$ cat src/rtl/alu_reservation_station_if.sv
// Shared ALU operand/flag types and the port bundle between the rename/issue
// stage, the common data bus, the reservation station and the ALU execute unit.
package data_structures;
    localparam int GPR_SIZE = 64;

    typedef enum logic [3:0] {
        ALU_ADD, ALU_SUB, ALU_AND, ALU_ORR, ALU_EOR,
        ALU_LSL, ALU_LSR, ALU_ASR, ALU_MOV
    } alu_op_t;

    typedef enum logic [3:0] {
        COND_EQ, COND_NE, COND_CS, COND_CC, COND_MI, COND_PL, COND_VS, COND_VC,
        COND_HI, COND_LS, COND_GE, COND_LT, COND_GT, COND_LE, COND_AL, COND_NV
    } cond_t;

    typedef struct packed {
        logic n;
        logic z;
        logic c;
        logic v;
    } nzcv_t;
endpackage

interface alu_reservation_station_if #(parameter int TAG_W = 4);
    import data_structures::*;

    // Handshakes (issue: in_issue_valid/out_issue_ready, dispatch: out_fu_valid/in_fu_ready):
    // a transfer happens on a rising edge where valid && ready; the producer holds its
    // payload stable while valid && !ready, and no ready signal depends on its valid.
    logic                in_flush;
    logic                in_issue_valid;
    logic                out_issue_ready;
    alu_op_t             in_alu_op;
    logic [5:0]          in_alu_val_hw;
    logic                in_set_CC;
    cond_t               in_cond;
    logic [GPR_SIZE-1:0] in_val_a;
    logic [GPR_SIZE-1:0] in_val_b;
    logic                in_rdy_a;
    logic                in_rdy_b;
    logic [TAG_W-1:0]    in_tag_a;
    logic [TAG_W-1:0]    in_tag_b;
    nzcv_t               in_nzcv;
    logic                in_rdy_nzcv;
    logic [TAG_W-1:0]    in_tag_nzcv;
    logic [TAG_W-1:0]    in_dst_tag;
    logic                in_cdb_valid;
    logic [TAG_W-1:0]    in_cdb_tag;
    logic [GPR_SIZE-1:0] in_cdb_val;
    logic                in_cdb_set_nzcv;
    nzcv_t               in_cdb_nzcv;
    logic                out_fu_valid;
    logic                in_fu_ready;
    alu_op_t             out_alu_op;
    logic [GPR_SIZE-1:0] out_val_a;
    logic [GPR_SIZE-1:0] out_val_b;
    logic [5:0]          out_alu_val_hw;
    logic                out_set_CC;
    cond_t               out_cond;
    nzcv_t               out_prev_nzcv;
    logic [TAG_W-1:0]    out_dst_tag;

    modport master (
        output in_flush, in_issue_valid, in_alu_op, in_alu_val_hw, in_set_CC, in_cond,
               in_val_a, in_val_b, in_rdy_a, in_rdy_b, in_tag_a, in_tag_b,
               in_nzcv, in_rdy_nzcv, in_tag_nzcv, in_dst_tag,
               in_cdb_valid, in_cdb_tag, in_cdb_val, in_cdb_set_nzcv, in_cdb_nzcv, in_fu_ready,
        input  out_issue_ready, out_fu_valid, out_alu_op, out_val_a, out_val_b,
               out_alu_val_hw, out_set_CC, out_cond, out_prev_nzcv, out_dst_tag
    );

    modport slave (
        input  in_flush, in_issue_valid, in_alu_op, in_alu_val_hw, in_set_CC, in_cond,
               in_val_a, in_val_b, in_rdy_a, in_rdy_b, in_tag_a, in_tag_b,
               in_nzcv, in_rdy_nzcv, in_tag_nzcv, in_dst_tag,
               in_cdb_valid, in_cdb_tag, in_cdb_val, in_cdb_set_nzcv, in_cdb_nzcv, in_fu_ready,
        output out_issue_ready, out_fu_valid, out_alu_op, out_val_a, out_val_b,
               out_alu_val_hw, out_set_CC, out_cond, out_prev_nzcv, out_dst_tag
    );
endinterface

$ cat src/rtl/alu_reservation_station.sv
// ALU reservation station: buffers renamed ops, wakes operands from the CDB and
// dispatches the oldest ready op into a registered execute-unit stage.
module alu_reservation_station
    import data_structures::*;
#(
    parameter int RS_ENTRIES = 4,
    parameter int TAG_W      = 4
) (
    input logic                      in_clk,
    input logic                      in_rst_n,
    alu_reservation_station_if.slave bus
);
    localparam int IDX_W = (RS_ENTRIES > 1) ? $clog2(RS_ENTRIES) : 1;

    typedef struct packed {
        logic                valid;
        alu_op_t             alu_op;
        logic [5:0]          alu_val_hw;
        logic                set_cc;
        cond_t               cond;
        logic [GPR_SIZE-1:0] val_a;
        logic                rdy_a;
        logic [TAG_W-1:0]    tag_a;
        logic [GPR_SIZE-1:0] val_b;
        logic                rdy_b;
        logic [TAG_W-1:0]    tag_b;
        nzcv_t               nzcv;
        logic                rdy_nzcv;
        logic [TAG_W-1:0]    tag_nzcv;
        logic [TAG_W-1:0]    dst_tag;
        logic [7:0]          age;
    } rs_entry_t;

    typedef struct packed {
        alu_op_t             alu_op;
        logic [GPR_SIZE-1:0] val_a;
        logic [GPR_SIZE-1:0] val_b;
        logic [5:0]          alu_val_hw;
        logic                set_cc;
        cond_t               cond;
        nzcv_t               prev_nzcv;
        logic [TAG_W-1:0]    dst_tag;
    } disp_t;

    rs_entry_t             ent_q [RS_ENTRIES];
    logic [7:0]            age_cnt_q;
    logic                  fu_valid_q;
    disp_t                 disp_q;

    logic                  free_found;
    logic [IDX_W-1:0]      free_idx;
    logic [RS_ENTRIES-1:0] eligible;
    logic                  sel_found;
    logic [IDX_W-1:0]      sel_idx;
    logic [7:0]            sel_age;
    logic [7:0]            age_diff;
    logic                  issue_fire;
    logic                  load;
    rs_entry_t             issue_ent;

    // Lowest-index free slot; scanning downward leaves the smallest hit.
    always_comb begin
        free_found = 1'b0;
        free_idx   = '0;
        for (int i = RS_ENTRIES - 1; i >= 0; i--) begin
            if (!ent_q[i].valid) begin
                free_found = 1'b1;
                free_idx   = IDX_W'(i);
            end
        end
    end

    // Oldest-first select on pre-edge ready bits; the signed 8-bit age difference
    // survives counter wrap, and strict "older" keeps ties on the lower index.
    always_comb begin
        sel_found = 1'b0;
        sel_idx   = '0;
        sel_age   = '0;
        age_diff  = '0;
        eligible  = '0;
        for (int i = 0; i < RS_ENTRIES; i++) begin
            eligible[i] = ent_q[i].valid && ent_q[i].rdy_a && ent_q[i].rdy_b && ent_q[i].rdy_nzcv;
            age_diff    = ent_q[i].age - sel_age;
            if (eligible[i] && (!sel_found || age_diff[7])) begin
                sel_found = 1'b1;
                sel_idx   = IDX_W'(i);
                sel_age   = ent_q[i].age;
            end
        end
    end

    assign issue_fire = bus.in_issue_valid && free_found;
    assign load       = sel_found && (!fu_valid_q || bus.in_fu_ready);

    // Incoming entry, with same-cycle CDB bypass for any unready operand.
    always_comb begin
        issue_ent            = '0;
        issue_ent.valid      = 1'b1;
        issue_ent.alu_op     = bus.in_alu_op;
        issue_ent.alu_val_hw = bus.in_alu_val_hw;
        issue_ent.set_cc     = bus.in_set_CC;
        issue_ent.cond       = bus.in_cond;
        issue_ent.tag_a      = bus.in_tag_a;
        issue_ent.tag_b      = bus.in_tag_b;
        issue_ent.tag_nzcv   = bus.in_tag_nzcv;
        issue_ent.dst_tag    = bus.in_dst_tag;
        issue_ent.age        = age_cnt_q;
        issue_ent.rdy_a      = bus.in_rdy_a || (bus.in_cdb_valid && bus.in_cdb_tag == bus.in_tag_a);
        issue_ent.val_a      = bus.in_rdy_a ? bus.in_val_a : bus.in_cdb_val;
        issue_ent.rdy_b      = bus.in_rdy_b || (bus.in_cdb_valid && bus.in_cdb_tag == bus.in_tag_b);
        issue_ent.val_b      = bus.in_rdy_b ? bus.in_val_b : bus.in_cdb_val;
        issue_ent.rdy_nzcv   = bus.in_rdy_nzcv ||
                               (bus.in_cdb_valid && bus.in_cdb_set_nzcv && bus.in_cdb_tag == bus.in_tag_nzcv);
        issue_ent.nzcv       = bus.in_rdy_nzcv ? bus.in_nzcv : bus.in_cdb_nzcv;
    end

    always_ff @(posedge in_clk or negedge in_rst_n) begin
        if (!in_rst_n) begin
            for (int i = 0; i < RS_ENTRIES; i++) ent_q[i] <= '0;
            age_cnt_q  <= '0;
            fu_valid_q <= 1'b0;
            disp_q     <= '0;
        end else if (bus.in_flush) begin
            for (int i = 0; i < RS_ENTRIES; i++) ent_q[i].valid <= 1'b0;
            fu_valid_q <= 1'b0;
        end else begin
            for (int i = 0; i < RS_ENTRIES; i++) begin
                if (ent_q[i].valid) begin
                    if (!ent_q[i].rdy_a && bus.in_cdb_valid && bus.in_cdb_tag == ent_q[i].tag_a) begin
                        ent_q[i].val_a <= bus.in_cdb_val;
                        ent_q[i].rdy_a <= 1'b1;
                    end
                    if (!ent_q[i].rdy_b && bus.in_cdb_valid && bus.in_cdb_tag == ent_q[i].tag_b) begin
                        ent_q[i].val_b <= bus.in_cdb_val;
                        ent_q[i].rdy_b <= 1'b1;
                    end
                    if (!ent_q[i].rdy_nzcv && bus.in_cdb_valid && bus.in_cdb_set_nzcv &&
                        bus.in_cdb_tag == ent_q[i].tag_nzcv) begin
                        ent_q[i].nzcv     <= bus.in_cdb_nzcv;
                        ent_q[i].rdy_nzcv <= 1'b1;
                    end
                    if (load && sel_idx == IDX_W'(i)) ent_q[i].valid <= 1'b0;
                end
            end
            // Issue only targets an invalid slot, so it never collides with the freed one.
            if (issue_fire) begin
                ent_q[free_idx] <= issue_ent;
                age_cnt_q       <= age_cnt_q + 8'd1;
            end
            if (load) begin
                fu_valid_q        <= 1'b1;
                disp_q.alu_op     <= ent_q[sel_idx].alu_op;
                disp_q.val_a      <= ent_q[sel_idx].val_a;
                disp_q.val_b      <= ent_q[sel_idx].val_b;
                disp_q.alu_val_hw <= ent_q[sel_idx].alu_val_hw;
                disp_q.set_cc     <= ent_q[sel_idx].set_cc;
                disp_q.cond       <= ent_q[sel_idx].cond;
                disp_q.prev_nzcv  <= ent_q[sel_idx].nzcv;
                disp_q.dst_tag    <= ent_q[sel_idx].dst_tag;
            end else if (bus.in_fu_ready) begin
                fu_valid_q <= 1'b0;
            end
        end
    end

    assign bus.out_issue_ready = free_found;
    assign bus.out_fu_valid    = fu_valid_q;
    assign bus.out_alu_op      = disp_q.alu_op;
    assign bus.out_val_a       = disp_q.val_a;
    assign bus.out_val_b       = disp_q.val_b;
    assign bus.out_alu_val_hw  = disp_q.alu_val_hw;
    assign bus.out_set_CC      = disp_q.set_cc;
    assign bus.out_cond        = disp_q.cond;
    assign bus.out_prev_nzcv   = disp_q.prev_nzcv;
    assign bus.out_dst_tag     = disp_q.dst_tag;
endmodule

$ cat src/flat_wrapper.sv
// flat-port wrapper written by rule: the top's interface ports become plain ports
module alu_reservation_station_flat import data_structures::*;
#(
    parameter int RS_ENTRIES = 4,
    parameter int TAG_W      = 4
)
  (in_clk, in_rst_n, bus_in_flush, bus_in_issue_valid, bus_in_alu_op, bus_in_alu_val_hw, bus_in_set_CC, bus_in_cond, bus_in_val_a, bus_in_val_b, bus_in_rdy_a, bus_in_rdy_b, bus_in_tag_a, bus_in_tag_b, bus_in_nzcv, bus_in_rdy_nzcv, bus_in_tag_nzcv, bus_in_dst_tag, bus_in_cdb_valid, bus_in_cdb_tag, bus_in_cdb_val, bus_in_cdb_set_nzcv, bus_in_cdb_nzcv, bus_in_fu_ready, bus_out_issue_ready, bus_out_fu_valid, bus_out_alu_op, bus_out_val_a, bus_out_val_b, bus_out_alu_val_hw, bus_out_set_CC, bus_out_cond, bus_out_prev_nzcv, bus_out_dst_tag);
  alu_reservation_station_if #(.TAG_W(TAG_W)) bus_i ();
  input logic in_clk;
  input logic in_rst_n;
  input wire logic [$bits(bus_i.in_flush)-1:0] bus_in_flush;
  input wire logic [$bits(bus_i.in_issue_valid)-1:0] bus_in_issue_valid;
  input wire logic [$bits(bus_i.in_alu_op)-1:0] bus_in_alu_op;
  input wire logic [$bits(bus_i.in_alu_val_hw)-1:0] bus_in_alu_val_hw;
  input wire logic [$bits(bus_i.in_set_CC)-1:0] bus_in_set_CC;
  input wire logic [$bits(bus_i.in_cond)-1:0] bus_in_cond;
  input wire logic [$bits(bus_i.in_val_a)-1:0] bus_in_val_a;
  input wire logic [$bits(bus_i.in_val_b)-1:0] bus_in_val_b;
  input wire logic [$bits(bus_i.in_rdy_a)-1:0] bus_in_rdy_a;
  input wire logic [$bits(bus_i.in_rdy_b)-1:0] bus_in_rdy_b;
  input wire logic [$bits(bus_i.in_tag_a)-1:0] bus_in_tag_a;
  input wire logic [$bits(bus_i.in_tag_b)-1:0] bus_in_tag_b;
  input wire logic [$bits(bus_i.in_nzcv)-1:0] bus_in_nzcv;
  input wire logic [$bits(bus_i.in_rdy_nzcv)-1:0] bus_in_rdy_nzcv;
  input wire logic [$bits(bus_i.in_tag_nzcv)-1:0] bus_in_tag_nzcv;
  input wire logic [$bits(bus_i.in_dst_tag)-1:0] bus_in_dst_tag;
  input wire logic [$bits(bus_i.in_cdb_valid)-1:0] bus_in_cdb_valid;
  input wire logic [$bits(bus_i.in_cdb_tag)-1:0] bus_in_cdb_tag;
  input wire logic [$bits(bus_i.in_cdb_val)-1:0] bus_in_cdb_val;
  input wire logic [$bits(bus_i.in_cdb_set_nzcv)-1:0] bus_in_cdb_set_nzcv;
  input wire logic [$bits(bus_i.in_cdb_nzcv)-1:0] bus_in_cdb_nzcv;
  input wire logic [$bits(bus_i.in_fu_ready)-1:0] bus_in_fu_ready;
  output wire logic [$bits(bus_i.out_issue_ready)-1:0] bus_out_issue_ready;
  output wire logic [$bits(bus_i.out_fu_valid)-1:0] bus_out_fu_valid;
  output wire logic [$bits(bus_i.out_alu_op)-1:0] bus_out_alu_op;
  output wire logic [$bits(bus_i.out_val_a)-1:0] bus_out_val_a;
  output wire logic [$bits(bus_i.out_val_b)-1:0] bus_out_val_b;
  output wire logic [$bits(bus_i.out_alu_val_hw)-1:0] bus_out_alu_val_hw;
  output wire logic [$bits(bus_i.out_set_CC)-1:0] bus_out_set_CC;
  output wire logic [$bits(bus_i.out_cond)-1:0] bus_out_cond;
  output wire logic [$bits(bus_i.out_prev_nzcv)-1:0] bus_out_prev_nzcv;
  output wire logic [$bits(bus_i.out_dst_tag)-1:0] bus_out_dst_tag;
  assign bus_i.in_flush = bus_in_flush;
  assign bus_i.in_issue_valid = bus_in_issue_valid;
  assign bus_i.in_alu_op = bus_in_alu_op;
  assign bus_i.in_alu_val_hw = bus_in_alu_val_hw;
  assign bus_i.in_set_CC = bus_in_set_CC;
  assign bus_i.in_cond = bus_in_cond;
  assign bus_i.in_val_a = bus_in_val_a;
  assign bus_i.in_val_b = bus_in_val_b;
  assign bus_i.in_rdy_a = bus_in_rdy_a;
  assign bus_i.in_rdy_b = bus_in_rdy_b;
  assign bus_i.in_tag_a = bus_in_tag_a;
  assign bus_i.in_tag_b = bus_in_tag_b;
  assign bus_i.in_nzcv = bus_in_nzcv;
  assign bus_i.in_rdy_nzcv = bus_in_rdy_nzcv;
  assign bus_i.in_tag_nzcv = bus_in_tag_nzcv;
  assign bus_i.in_dst_tag = bus_in_dst_tag;
  assign bus_i.in_cdb_valid = bus_in_cdb_valid;
  assign bus_i.in_cdb_tag = bus_in_cdb_tag;
  assign bus_i.in_cdb_val = bus_in_cdb_val;
  assign bus_i.in_cdb_set_nzcv = bus_in_cdb_set_nzcv;
  assign bus_i.in_cdb_nzcv = bus_in_cdb_nzcv;
  assign bus_i.in_fu_ready = bus_in_fu_ready;
  assign bus_out_issue_ready = bus_i.out_issue_ready;
  assign bus_out_fu_valid = bus_i.out_fu_valid;
  assign bus_out_alu_op = bus_i.out_alu_op;
  assign bus_out_val_a = bus_i.out_val_a;
  assign bus_out_val_b = bus_i.out_val_b;
  assign bus_out_alu_val_hw = bus_i.out_alu_val_hw;
  assign bus_out_set_CC = bus_i.out_set_CC;
  assign bus_out_cond = bus_i.out_cond;
  assign bus_out_prev_nzcv = bus_i.out_prev_nzcv;
  assign bus_out_dst_tag = bus_i.out_dst_tag;
  alu_reservation_station #(.RS_ENTRIES(RS_ENTRIES), .TAG_W(TAG_W)) u_core (.in_clk(in_clk), .in_rst_n(in_rst_n), .bus(bus_i));
endmodule
$ cat config.mk
export PLATFORM = sky130hd
export DESIGN_NAME = alu_reservation_station_flat
export DESIGN_NICKNAME = d
export VERILOG_FILES = /design/src/rtl/alu_reservation_station_if.sv /design/src/rtl/alu_reservation_station.sv /design/src/flat_wrapper.sv
export SDC_FILE = /design/constraint.sdc
export NUM_CORES = 2
export LEC_CHECK = 0
export ABC_CLOCK_PERIOD_IN_PS = 8600
export CELL_PAD_IN_SITES_DETAIL_PLACEMENT = 0
export CELL_PAD_IN_SITES_GLOBAL_PLACEMENT = 1
export CORE_MARGIN = 3
export CORE_UTILIZATION = 45
export DETAILED_ROUTE_END_ITERATION = 10
export PLACE_DENSITY = 0.87
export SETUP_SLACK_MARGIN = 0.05
export SYNTH_ARGS = -nofsm -noshare
export SYNTH_HDL_FRONTEND = slang
export SYNTH_SLANG_ARGS = --single-unit
$ cat constraint.sdc
create_clock -name in_clk -period 8.6 [get_ports in_clk]
set_clock_uncertainty 0.15 [all_clocks]
set_input_delay 0.86 -clock in_clk [delete_from_list [all_inputs] [get_ports in_clk]]
set_output_delay 0.86 -clock in_clk [all_outputs]
set_load 0.01 [all_outputs]
==> metrics.log <==
INFO  metric status = complete, no violations
INFO  metric numClockSinks = 860
INFO  metric met1Wirelength = just under 70000 um
INFO  metric cts_root_buffer = sky130_fd_sc_hd__clkbuf_16
INFO  metric grt_antenna_before_repair = 4
INFO  metric avgSynthCellArea = approximately 8.7 um2
INFO  metric synth.yosys.warnings = 0
INFO  metric clock_tree.htree_level_count = 3
INFO  metric final_routed_drc_violation_total = 0
INFO  metric violation_count_after_the_first_detailed_route_iteration = approximately 4400
INFO  metric routabilityCongestion = about 0.84
INFO  metric worst_slew_pin_slew = roughly 1.1 ns
INFO  metric detailedPlace.worstSlack = around 0.47 ns
INFO  metric synth_simple_gate_area_share = 0.138
INFO  metric syn-instance-count = slightly above 5000
INFO  metric die_height = between 300 and 400 um
INFO  metric synth-seq-area-share = 0.482
INFO  metric layout_setup_ws = 0.814 ns
INFO  metric grt_remaining_overflow = 0
INFO  metric timing.critical_path.fanout_max = 64
INFO  metric syn_area = 0.0447 mm2
INFO  metric power_frac_clock = 0.344
INFO  metric path_clk_slew = ~0.06 ns
INFO  metric postRouteWirelength = 163000 um
INFO  metric grt_usage = 0.307
INFO  metric p_leak = between 20 and 25 nW
INFO  metric tritoncts_clock_tree = yes
INFO  metric drv.max_cap_violation_count = 0
INFO  metric fin_cells = 6576
INFO  metric timing.setup.critical_path_class = reg -> reg
INFO  metric mappedNetlistNets = roughly 5400
INFO  metric synth_async_sr_flop_share = 1.00
INFO  metric setup_repair_after_global_routing_missed_its_margin = false
INFO  metric synth_xor_xnor_area_share = 0.0153
INFO  metric layout.cell_area.non_filler = between 0.05 and 0.06 mm2
INFO  metric int_power = just over 0.008 W
INFO  metric floorplan.core_area = between 0.09 and 0.1 mm2
INFO  metric postRouteAntennaNets = 0
INFO  metric critPathLaunchType = flip-flop
INFO  metric finalWorstPathRequiredPeriod = approximately 7.8 ns
INFO  metric power_density = 227 mW/mm2
INFO  metric count_of_vias_placed_by_the_detailed_router = 40662
INFO  metric total_power = roughly 0.012 W
INFO  metric synth.ff_latch_count = 860
INFO  metric yosys.area_share.adder = 0.00532
INFO  metric drv_slew = 0
INFO  metric slew_headroom = 0.252
INFO  metric commonest_register_cell_after_synthesis = sky130_fd_sc_hd__dfrtp_1
INFO  metric totalNegativeSetupSlack = 0 ns
INFO  metric place_hpwl = between 90000 and 100000 um
INFO  metric grt_start_max_net_pins = 202
INFO  metric first_global_vias = approximately 40000
INFO  metric crit_path_max_incr_delay = approximately 0.53 ns
INFO  metric routed-wl-met3 = around 14000 um
INFO  metric worstSkewPairLatency = approximately 0.67 ns
INFO  metric floorplan.die.width = 321 um
INFO  metric synth_compound_gate_area_share = 0.211
INFO  metric effective_utilization_at_floorplan = 0.458
INFO  metric ios = around 400
INFO  metric number_of_enable_type_register_cells_in_the_synthesized_netlist = 0
INFO  metric timing.final.hold_violations = 0
INFO  metric dpl-instance-area = slightly below 0.05 mm2
INFO  metric vdd_drop_max = 0.184 mV
INFO  metric drive_gt1_frac = 0.0785
INFO  metric cp.arrival = 8.14 ns
INFO  metric netlist-cell-type-count = 52
INFO  metric highest_layer = met4
INFO  metric synth.mux.area_fraction = 0.103
INFO  metric seqPwrFrac = 0.456
INFO  metric wl_met2 = around 76000 um
INFO  metric grt_pass1_wl = around 250000 um
INFO  metric combinational_family_with_the_most_area_after_synthesis = compound AO/OA/AOI/OAI gates
INFO  metric dp.cells = 6398
INFO  metric final_min_period_over_clock_period = 0.905
INFO  metric max_clock_freq = about 0.13 GHz
INFO  metric timing.critical_path.to_type = flip-flop
INFO  metric numPortBuffers = around 400
INFO  metric cp_data_required_time = between 8 and 9 ns
INFO  metric cts_inserted_buffers = 95
INFO  metric mostFrequentLayoutCells = sky130_fd_sc_hd__o21ai_0, sky130_fd_sc_hd__dfrtp_1, sky130_fd_sc_hd__nand2_1
INFO  metric wl_per_cell = around 25 um
INFO  metric die_area = around 0.10 mm2
INFO  metric power.share.switching = 0.304
INFO  metric pwr-share-comb = 0.200
INFO  metric timing.final.setup_violations = 0
INFO  metric slowest_stage = sky130_fd_sc_hd__or4b_1
INFO  metric area.growth.synth_to_final = 17.1%
INFO  metric routed_via_density = around 6.2
INFO  metric hold_class = in -> async
INFO  metric most_frequent_standard_cell_in_the_layout_excluding_fill_and_tap_cells = sky130_fd_sc_hd__o21ai_0
INFO  metric rows = 114
INFO  metric finalNetCount = 5484
INFO  metric first_drt_pass_iteration_count = 6
INFO  metric path_common_cell = sky130_fd_sc_hd__o21ai_0
INFO  metric switching_power = 0.00360 W
INFO  metric cts_max_path_buffers = 3
[layer usage]
metal | global-route usage | up-vias
li1 | - | 18110
met4 | 0.124 | 0
met3 | 0.0501 | 336
met2 | 0.488 | 2018
met5 | 0 | -
met1 | 0.419 | 20198
[timing repair]
item,CTS,global route
setup endpoints to repair,0,152
gates resized for setup,0,3
hold buffers,0,0
buffers inserted,0,1
[cell usage after synthesis (88+ instances only)]
library cell | instances | share of area
sky130_fd_sc_hd__clkbuf_1 | 382 | 0.032
sky130_fd_sc_hd__a32oi_1 | 151 | 0.030
sky130_fd_sc_hd__a21oi_1 | 567 | 0.064
sky130_fd_sc_hd__and3_1 | 155 | 0.022
sky130_fd_sc_hd__o21ai_0 | 902 | 0.10
sky130_fd_sc_hd__nand2_1 | 712 | 0.060
sky130_fd_sc_hd__mux2_2 | 157 | 0.040
sky130_fd_sc_hd__dfrtp_1 | 860 | 0.48
sky130_fd_sc_hd__mux2i_1 | 285 | 0.064
sky130_fd_sc_hd__nor2_1 | 565 | 0.047
sky130_fd_sc_hd__o21ai_1 | 94 | 0.011
sky130_fd_sc_hd__buf_1 | 88 | 0.0074
[per-stage QoR]
stage | utilization | hold slack [ns]
2_1_floorplan | - | 0.322
5_1_grt | 0.536 | 0.155
3_3_place_gp | 0.504 | 0.330
4_1_cts | 0.536 | 0.111
6_report | 0.536 | 0.0971
3_5_place_dp | 0.504 | 0.338
[worst max-delay path, delay by kind of cell, from the launching register on]
family	cells	cell delay, ns
XOR/XNOR	1	0.29
AO/OA/AOI/OAI	15	3.10
adder cells (fa/ha/maj)	3	0.81
multiplexers	1	0.06
flip-flops	1	0.48
buffers and inverters	1	0.25
AND/OR/NAND/NOR	13	2.39
[cells by family after synthesis]
family / count (synthesis)
buffers and inverters: 512
adders and majority gates: 19
and+or+nand+nor: 1499
AOI/OAI and AO/OA: 1744
muxes: 442
DFF: 860
xor gates and xnor gates: 75
[power by group through the flow]
stage	Clock (W)	Sequential [W]	Combinational [W]
floorplan	0	0.00532	0.00155
global placement	0	0.00542	0.00227
detailed placement	0	0.00545	0.00234
CTS	0.00413	0.00539	0.00235
global route	0.00428	0.00550	0.00264
finish	0.00408	0.00541	0.00237
[layout make-up]
class | count | area, um2
fillers | 8941 | 45200
flip-flops and latches | 860 | 21500
multi-input cells | 3779 | 21300
repair buffers | 478 | 4750
clock buffers | 154 | 2870
well taps | 1276 | 1600
clock inverters | 20 | 211
inverters | 6 | 30.0
diodes | 3 | 7.51
[final timing paths]
path / from / slack, ns / cells after the start / endpoint
setup reg to reg: u_core.ent_q[699] / 0.81 / 34 / u_core.bus.out_val_a[29]
hold reg to reg: flip-flop / 0.35 / 1 / flip-flop
setup / recovery: u_core.ent_q[699] / 0.81 / 34 / u_core.bus.out_val_a[29]
min in group in_clk: flip-flop / 0.35 / 1 / flip-flop
hold / removal: in_rst_n / 0.1 / 1 / u_core.ent_q[455]
max in group asynchronous: in_rst_n / 6.40 / 3 / asynchronous set/reset pin
No activity file was read; power rests on OpenSTA's default activity.
